**src/rtl/imem_bank.sv**
```systemverilog
// Instruction memory bank: power-on clear, streamed program load, registered fetch
// with misalignment/range faults. Optional per-word even parity via IMEM_BANK_PARITY_EN.
module imem_bank #(
  parameter int DATA_W = 32,
  parameter int DEPTH  = 64,
  parameter int ADDR_W = 32
) (
  input  logic              CLK,
  input  logic              RESET,
  input  logic [ADDR_W-1:0] Address,
  input  logic              ReadEn,
  output logic [DATA_W-1:0] ReadData,
  output logic              ReadValid,
  output logic [1:0]        Fault,
  input  logic              LoadStart,
  input  logic              LoadValid,
  input  logic [DATA_W-1:0] LoadData,
  input  logic              LoadLast,
  output logic              LoadReady,
  output logic              LoadDone,
  output logic              Busy,
  output logic              ParityErr,
  output logic [1:0]        fsm_state
);

  localparam int IDX_W = $clog2(DEPTH);
`ifdef IMEM_BANK_PARITY_EN
  localparam int MEM_W = DATA_W + 1;
`else
  localparam int MEM_W = DATA_W;
`endif

  typedef enum logic [1:0] {
    S_CLEAR = 2'd0,
    S_IDLE  = 2'd1,
    S_LOAD  = 2'd2
  } state_t;

  // Load handshake: a word transfers on any rising edge where LoadValid and
  // LoadReady are both high; LoadReady is high for the whole LOAD state and
  // does not depend on LoadValid.
  state_t state, state_next;

  logic [IDX_W-1:0]  idx;
  logic              last_idx;
  logic              mem_we;
  logic [DATA_W-1:0] mem_wdata;
  logic [MEM_W-1:0]  mem_word;
  logic              idx_inc, idx_zero, fetch, done_set;
  logic              misaligned, out_range;
  logic [IDX_W-1:0]  word_addr;

  logic [MEM_W-1:0]  mem [DEPTH];
  logic [MEM_W-1:0]  ram_q;
  logic              valid_q, zero_q, done_q;
  logic [1:0]        fault_q;

  assign last_idx   = (idx == IDX_W'(DEPTH - 1));
  assign misaligned = |Address[1:0];
  assign out_range  = |Address[ADDR_W-1:IDX_W+2];
  assign word_addr  = Address[IDX_W+1:2];

`ifdef IMEM_BANK_PARITY_EN
  assign mem_word = {^mem_wdata, mem_wdata};
`else
  assign mem_word = mem_wdata;
`endif

  always_comb begin
    state_next = state;
    mem_we     = 1'b0;
    mem_wdata  = '0;
    idx_inc    = 1'b0;
    idx_zero   = 1'b0;
    fetch      = 1'b0;
    done_set   = 1'b0;
    case (state)
      S_CLEAR: begin
        mem_we  = 1'b1;
        idx_inc = 1'b1;
        if (last_idx) state_next = S_IDLE;
      end
      S_IDLE: begin
        // A simultaneous fetch is dropped in favour of the load.
        if (LoadStart) begin
          state_next = S_LOAD;
          idx_zero   = 1'b1;
        end else if (ReadEn) begin
          fetch = 1'b1;
        end
      end
      S_LOAD: begin
        if (LoadValid) begin
          mem_we    = 1'b1;
          mem_wdata = LoadData;
          idx_inc   = 1'b1;
          if (LoadLast || last_idx) begin
            state_next = S_IDLE;
            done_set   = 1'b1;
          end
        end
      end
      default: state_next = S_CLEAR;
    endcase
  end

  always_ff @(posedge CLK or posedge RESET) begin
    if (RESET) begin
      state   <= S_CLEAR;
      idx     <= '0;
      valid_q <= 1'b0;
      zero_q  <= 1'b1;
      fault_q <= 2'b00;
      done_q  <= 1'b0;
    end else begin
      state   <= state_next;
      valid_q <= fetch;
      done_q  <= done_set;
      if (idx_zero)     idx <= '0;
      else if (idx_inc) idx <= idx + 1'b1;
      if (fetch) begin
        fault_q <= {out_range, misaligned};
        zero_q  <= out_range | misaligned;
      end
    end
  end

  // Array and read register carry no reset so the storage maps onto block RAM.
  always_ff @(posedge CLK) begin
    if (mem_we) mem[idx] <= mem_word;
    if (fetch)  ram_q <= mem[word_addr];
  end

  assign ReadData  = zero_q ? '0 : ram_q[DATA_W-1:0];
  assign ReadValid = valid_q;
  assign Fault     = fault_q;
  assign LoadReady = (state == S_LOAD);
  assign LoadDone  = done_q;
  assign Busy      = (state != S_IDLE);
  assign fsm_state = state;

`ifdef IMEM_BANK_PARITY_EN
  assign ParityErr = valid_q & ~zero_q & (^ram_q);
`else
  assign ParityErr = 1'b0;
`endif

endmodule

```
**config.mk**
```make
export PLATFORM = sky130hd
export DESIGN_NAME = imem_bank
export DESIGN_NICKNAME = d
export VERILOG_FILES = /design/src/rtl/imem_bank.sv
export SDC_FILE = /design/constraint.sdc
export NUM_CORES = 2
export LEC_CHECK = 0
export CAP_MARGIN = 15
export CORE_UTILIZATION = 45
export DETAILED_ROUTE_END_ITERATION = 16
export SKIP_LAST_GASP = 1
export SLEW_MARGIN = 5
export SYNTH_ARGS = -nofsm -noshare
export SYNTH_HDL_FRONTEND = slang
export SYNTH_SLANG_ARGS = --single-unit
```
**constraint.sdc**
```tcl
create_clock -name CLK -period 3.9 [get_ports CLK]
set_input_delay 0.39 -clock CLK [delete_from_list [all_inputs] [get_ports CLK]]
set_output_delay 0.39 -clock CLK [all_outputs]
set_load 0.005 [all_outputs]
```
==> Word-level counts from Yosys, hierarchy flattened <==
Memories as Yosys holds them, arrays and structs flattened. A register that Yosys moved wholly into a read port is not among the register bits.
Index checks and enable logic that the tools add are counted.
{ "op_classes": {"addsub": 1, "multipliers": 0, "div_mod_pow": 0, "n_lt_le_gt_ge": 0, "n_eq_ne": 8, "shift": 0, "muxes": 22, "bitwise_logic": 1, "reduce_logical": 6} }
{ "ops": {"columns": ["operator", "n"], "rows": [
  ["32-bit 2-to-1 mux", 3],
  ["24-bit OR reduction", 1],
  ["6-bit 2-to-1 mux", 2],
  ["1-bit 2-to-1 mux", 11],
  ["2-bit 2-to-1 mux", 4],
  ["6-bit by 1-bit adder with 6-bit output (second input constant)", 1],
  ["6-bit equality test (second input constant)", 1],
  ["2-bit inequality test (second input constant)", 3],
  ["2-bit one-hot mux with 3 select lines", 1],
  ["2-bit by 1-bit inequality test with 1-bit output (second input constant)", 2],
  ["4-bit AND reduction", 1],
  ["2-bit by 1-bit equality test with 1-bit output (second input constant)", 1],
  ["2-bit equality test (second input constant)", 1],
  ["2-bit zero test", 1],
  ["1-bit one-hot mux with 2 select lines", 1],
  ["2-bit nonzero test", 1],
  ["2-bit OR reduction", 1],
  ["1-bit logical OR", 1],
  ["1-bit bitwise OR", 1]
]} }
{ "word_totals": {"reg_bits": 13, "latch_bits": 0, "ram_bits": 2048, "mem_bits_ro": 0, "in_bits": 70, "output_inout_bits": 41, "wordCells": 45, "n_memories": 1} }
{ "mem_list": {"columns": ["memory", "depth", "width", "read_ports", "rd_clocked_by_memory_dff", "wr", "line_no", "rtl"], "rows": [
  ["mem", 64, 32, 1, 1, 1, "53", "logic [MEM_W-1:0] mem [DEPTH];"]
]} }

==> Logic depth before layout (Yosys ltp) <==
{ "logic_depth": {"word_depth": 5, "ltp_mapped": 10, "depth_no_buf": 6} }

==> Worst setup path before layout <==
Ideal clock, no wire load.
{ "synth_path": {"kind": "reg2reg", "start": "register state[1] (netlist: fsm_state[1])", "end": "memory mem[47][0] in the netlist's numbering (enable)", "setup_ns": 0.468, "t_arrival_ns": 3.671, "required_time_ns": 3.432, "slack_ns": -0.239, "path_stages_with_launch": 5, "n_path_buf": 0, "synth_period_minus_slack_ns": 4.139, "path_cell_list": "dfrtp_1 > nor2b_1 > nor4b_1 > nand2_1 > nor3b_1"} }
{ "synth_via": {"elab_chain_cells": 4, "word_cells_on_any_way": 5, "cone_classes": "1 x eq/ne; 3 x mux; 1 x reduce/logical"} }
{ "synth_rtl": {"columns": ["item", "line_no", "rtl"], "rows": [
  ["start: declaration", "42", "state_t state, state_next;"],
  ["start signal: assignment", "116", "state <= state_next;"],
  ["2-bit equality test or 2-bit zero test (tied branches)", "77", "case (state)"],
  ["1-bit one-hot mux with 2 select lines (*)", "77", null],
  ["1-bit 2-to-1 mux (*)", "130", "if (mem_we) mem[idx] <= mem_word;"],
  ["1-bit 2-to-1 mux (not written as such) (*)", "130", null],
  ["end: declaration", "53", null]
]} }
Mark *: on every way between the ends. The rest lies on a longest branch, timed or not.

==> Worst setup path in the final report <==
{ "layout_path": {"start": "register zero_q", "end": "output ReadData[15]"} }
{ "layout_via": {"elab_chain_cells": 1} }
{ "layout_rtl": {"columns": ["item", "line_no", "rtl"], "rows": [
  ["start: declaration", "55", "logic valid_q, zero_q, done_q;"],
  ["start signal: assignment", "123", "zero_q <= out_range | misaligned;"],
  ["32-bit 2-to-1 mux", "134", "assign ReadData = zero_q ? '0 : ram_q[DATA_W-1:0];"],
  ["end: declaration", "12", "output logic [DATA_W-1:0] ReadData,"]
]} }
No other way between the ends.

==> results.txt <==
The flow ran to the end, and the final reports show no timing, DRC or antenna violations. The post-synthesis adder-cell area fraction is 0.000156, and the buffer count from post-CTS setup fixing is 0. The worst path meets setup with 752 ps of slack. The run gives 0 as the final hold violation count. The fraction of final layout cells sized beyond drive strength 1 works out to 0.268.

For the DRC violation count after routing, the log shows 0. Traced cell by cell, the critical path runs through nor2b_1 -> clkdlybuf4s50_1. The number of max-slew violations in the final report is 0.

The die outline width came out at 425 um. The number of hold buffers added after CTS came out at 1. The average wire per cell in the routed design was 31.5 um. Number of max-cap violations: 0. The time the worst path needs with I/O delays and setup was 3150 ps; the switching power of the nets was 0.0127 W. The depth of the worst register-to-register path was 6; the portion of netlist area occupied by mux cells was 0.146. In this run the mean area of a mapped cell was 21.4 um^2.

For the starting density of the core, the log shows 0.455. Classification of the worst setup path: reg2out. For this run, the leading register cell type out of synthesis is sky130_fd_sc_hd__edfxtp_1. Number of nets in the finished design: 4192. The analysis attributes to cell leakage a power of 30.1 nW. The run gives 8 as the initial antenna violation count.

Along the worst path, the maximum fanout reaches 33. The total number of yosys warnings was 0; the highest achievable clock rate was 318 MHz. For the all-layer global routing usage, the log shows 0.234. The switching power share of the total was 0.242. Among all cell types in the netlist, the one instantiated most often is sky130_fd_sc_hd__edfxtp_1. After synthesis, the largest family of logic cells by area is multiplexers. The total power of the final layout is 0.0523 W.

The critical path endpoint is ReadData[15]. The normalized max-slew margin is 0.187, and the share of the synthesized area in compound gates (AO/OA/AOI/OAI) is 0.0289. The tools report the clock tree root driver cell as sky130_fd_sc_hd__clkbuf_16. The delay contributed by the slowest stage of the critical path was 1050 ps. The synthesized design spends more area on one cell type than any other, namely sky130_fd_sc_hd__edfxtp_1. The simple-gate portion of the synthesized area was 0.0286; the number of primary I/O pins was 111. The clock sink total is 2093.

Setup repair after global routing left no endpoint under its margin. STA classifies the critical path startpoint as a flip-flop. After detailed routing, the total wire length is 209000 um. Routability-driven placement finished with a final weighted congestion of 0.853. For this design, the slowest cell found on the critical path is sky130_fd_sc_hd__dfstp_2.

On the final layout, the worst clock skew is 36.9 ps. The share of the clock period used by the worst path came out at 0.807. The count of flip-flops with a built-in enable after synthesis is 2080. The worst reg2reg path endpoint is mem[26][18].

The total power density per cell area works out to 563 mW/mm^2. The beginning of the critical path is zero_q. STA classifies the critical path endpoint as an output pin.

In the synthesized netlist, the number of instances is 3750. Maximum count of clock buffers along a single path: 3. The count of nets left with antenna violations once routing finished came out at 0.

Yosys mapped the design onto 51 distinct sky130hd cell types. The run gives 40.7k as the via count of the first global-routing pass. The worst hold path class is in2reg. Across all layers, the routed design uses 39.9k vias. The number of H-tree branching levels came out at 4.

Maximum VDD drop: 0.488 mV. The pin slew with the least headroom to its limit is 1220 ps. Before antenna repair, the detailed router went through 5 iterations. Once placement completed, the tool counted placed cells totaling 6250. The worst register-to-register path has a setup slack of 830 ps.

Timing analysis after detailed placement gives a worst setup slack of 187 ps. The run gives 0 as the total congestion overflow. The worst register-to-register path begins at fsm_state[1].

The combinational cell fraction of total power was 0.112. The parity-gate share of the synthesized area counting xor and xnor cells was 0.000327. Counting every net in the synthesized netlist gives 3821.

The proportion of synthesized flip-flops having asynchronous set or reset was 0.00621; the clock edge transition at the registers on the reported setup and hold paths was 60 ps. The area growth from synthesis to layout is 15.6%, and the top cell type's share of synthesized area is 0.777. The post-route worst hold slack came out at 216 ps. The later-pin clock latency in the skew report was 820 ps. Ranked by instance count, the synthesized netlist is headed by 2080 x sky130_fd_sc_hd__edfxtp_1, 420 x sky130_fd_sc_hd__mux4_2, 154 x sky130_fd_sc_hd__mux2i_1.

STA puts the critical path data required time at 3510 ps. The global-route wire length before repair came out at 300000 um. The logs give 6623 for the number of standard cells in the layout, taps in and fillers out and 206 for the number of buffers created by CTS. The run gives 4447 as the DRC marker count from the first detailed-route iteration. The via density per instance came out at 6.03.

The die is 425 um tall. The floorplan step defined a die boundary enclosing 0.180 mm^2. Yosys attributes the largest share of cell area to sky130_fd_sc_hd__edfxtp_1 78%, sky130_fd_sc_hd__mux4_2 12%, sky130_fd_sc_hd__mux2i_1 1.9%. The power share of the sequential group is 0.519, and the port buffer count is 109. The mapped netlist covers 0.0804 mm^2. Setup violations remaining at the end of the flow were counted as 0. For the post-cts gate resize count, the log shows 0. Proportion of synthesized chip area in sequential cells: 0.781. Entering global routing, the biggest net connects 65 pins. After floorplanning, the core was divided into 154 placement rows. In this run the standard cell core region covers 0.177 mm^2.

The arrival time at the worst endpoint is 2760 ps. The clock power share came out at 0.369. The logs give 13.8k for the number of filler cells placed in the layout and 0.0397 W for the total internal power. Post-DP HPWL: 126000 um. Synthesis-stage register bit count: 2093.

TritonCTS built the clock tree.
==> worst min path at each step <==
stage | to | start | cells after the start | slack (ps)
finish | zero_q | Address[0] | 3 | 220
detailed placement | Fault[0] | Fault[0] | 2 | 530
CTS | zero_q | Address[0] | 3 | 170
global route | zero_q | Address[0] | 3 | 260
global placement | Fault[0] | Fault[0] | 2 | 520
floorplan | Fault[0] | RESET | 1 | 270
==> cells by family (layout without fill, tap and decap cells) <==
logic type               Yosys count  count (layout)
XOR/XNOR                           3               3
adder cells (fa/ha/maj)            1               1
flip-flops                      2093            2093
other                              1               2
AO/OA/AOI/OAI                    330             330
AND/OR/NAND/NOR                  461             461
multiplexers                     638             638
buffers and inverters            223             755
==> worst max-delay path, delay by kind of cell (launching register included) <==
family	cells	cell delay, ps
AND/OR/NAND/NOR	1	310
buffers and inverters	1	530
flip-flops	1	1050
==> power groups by stage <==
stage	Combinational [W]	Sequential, W	Clock, W
global placement	0.00580	0.0276	0
floorplan	0.00289	0.0275	0
finish	0.00586	0.0272	0.0193
detailed placement	0.00588	0.0277	0
global route	0.00617	0.0273	0.0203
CTS	0.00589	0.0272	0.0196
==> state kept, by name, indices dropped and copies added, names as in the netlist <==
register and count:
Fault 2, LoadDone 1, ReadValid 1, fsm_state 2
idx 6, mem 2048, ram_q 32, zero_q 1
==> through the flow <==
stage | TNS (ps) | util | area, um^2
3_3_place_gp | 0 | 0.489 | 86400
3_5_place_dp | 0 | 0.489 | 86400
6_report | 0 | 0.526 | 93000
4_1_cts | 0 | 0.525 | 92900
2_1_floorplan | -15240 | - | 80400
5_1_grt | 0 | 0.526 | 93000
==> cells in the final DEF, fill, tap and decap left out, types with 12 or more instances in the layout <==
master / Yosys / routed
sky130_fd_sc_hd__o221ai_1: 40 / 40
sky130_fd_sc_hd__a221oi_1: 17 / 17
sky130_fd_sc_hd__bufinv_16: 0 / 20
sky130_fd_sc_hd__nand2_1: 87 / 87
sky130_fd_sc_hd__a311oi_1: 16 / 16
sky130_fd_sc_hd__clkbuf_1: 81 / 42
sky130_fd_sc_hd__nand3_1: 74 / 74
sky130_fd_sc_hd__edfxtp_1: 2080 / 2080
sky130_fd_sc_hd__nor2_4: 0 / 62
sky130_fd_sc_hd__o22ai_1: 68 / 68
sky130_fd_sc_hd__buf_4: 31 / 220
sky130_fd_sc_hd__buf_12: 2 / 52
sky130_fd_sc_hd__clkdlybuf4s50_1: 0 / 104
sky130_fd_sc_hd__nor2_1: 111 / 49
sky130_fd_sc_hd__nand4_1: 40 / 40
sky130_fd_sc_hd__mux2i_1: 154 / 154
sky130_fd_sc_hd__nor4_1: 14 / 14
sky130_fd_sc_hd__mux4_2: 420 / 420
sky130_fd_sc_hd__nor2b_1: 52 / 49
sky130_fd_sc_hd__clkinv_1: 0 / 50
sky130_fd_sc_hd__clkinv_2: 0 / 33
sky130_fd_sc_hd__a21oi_1: 70 / 70
sky130_fd_sc_hd__mux2_2: 64 / 64
sky130_fd_sc_hd__nand2b_1: 13 / 13
sky130_fd_sc_hd__dfrtp_1: 12 / 12
sky130_fd_sc_hd__clkbuf_16: 0 / 209
sky130_fd_sc_hd__and3_2: 0 / 29
sky130_fd_sc_hd__o21ai_0: 12 / 12
sky130_fd_sc_hd__a22oi_1: 64 / 64
==> cell type report <==
class                           count  area [um^2]  share of cell area
Antenna cell                        1         2.50           0.0000269
Inverter                            4         15.0            0.000162
Sequential cell                  2093        62800               0.675
Tap cell                         2340         2930              0.0315
Clock inverter                    118         1090              0.0117
Clock buffer                      251         5390              0.0580
Multi-Input combinational cell   1434        17000               0.182
Timing Repair Buffer              382         3800              0.0409
==> metal layers <==
metal / up-vias / global-route usage / share of wire
met5: - / 0 / 0.000034
met4: 2 / 0.0677 / 0.028
met3: 287 / 0.0316 / 0.066
met2: 1628 / 0.390 / 0.50
met1: 21500 / 0.324 / 0.41
li1: 16500 / - / -
(Power assumes the default switching activity.)
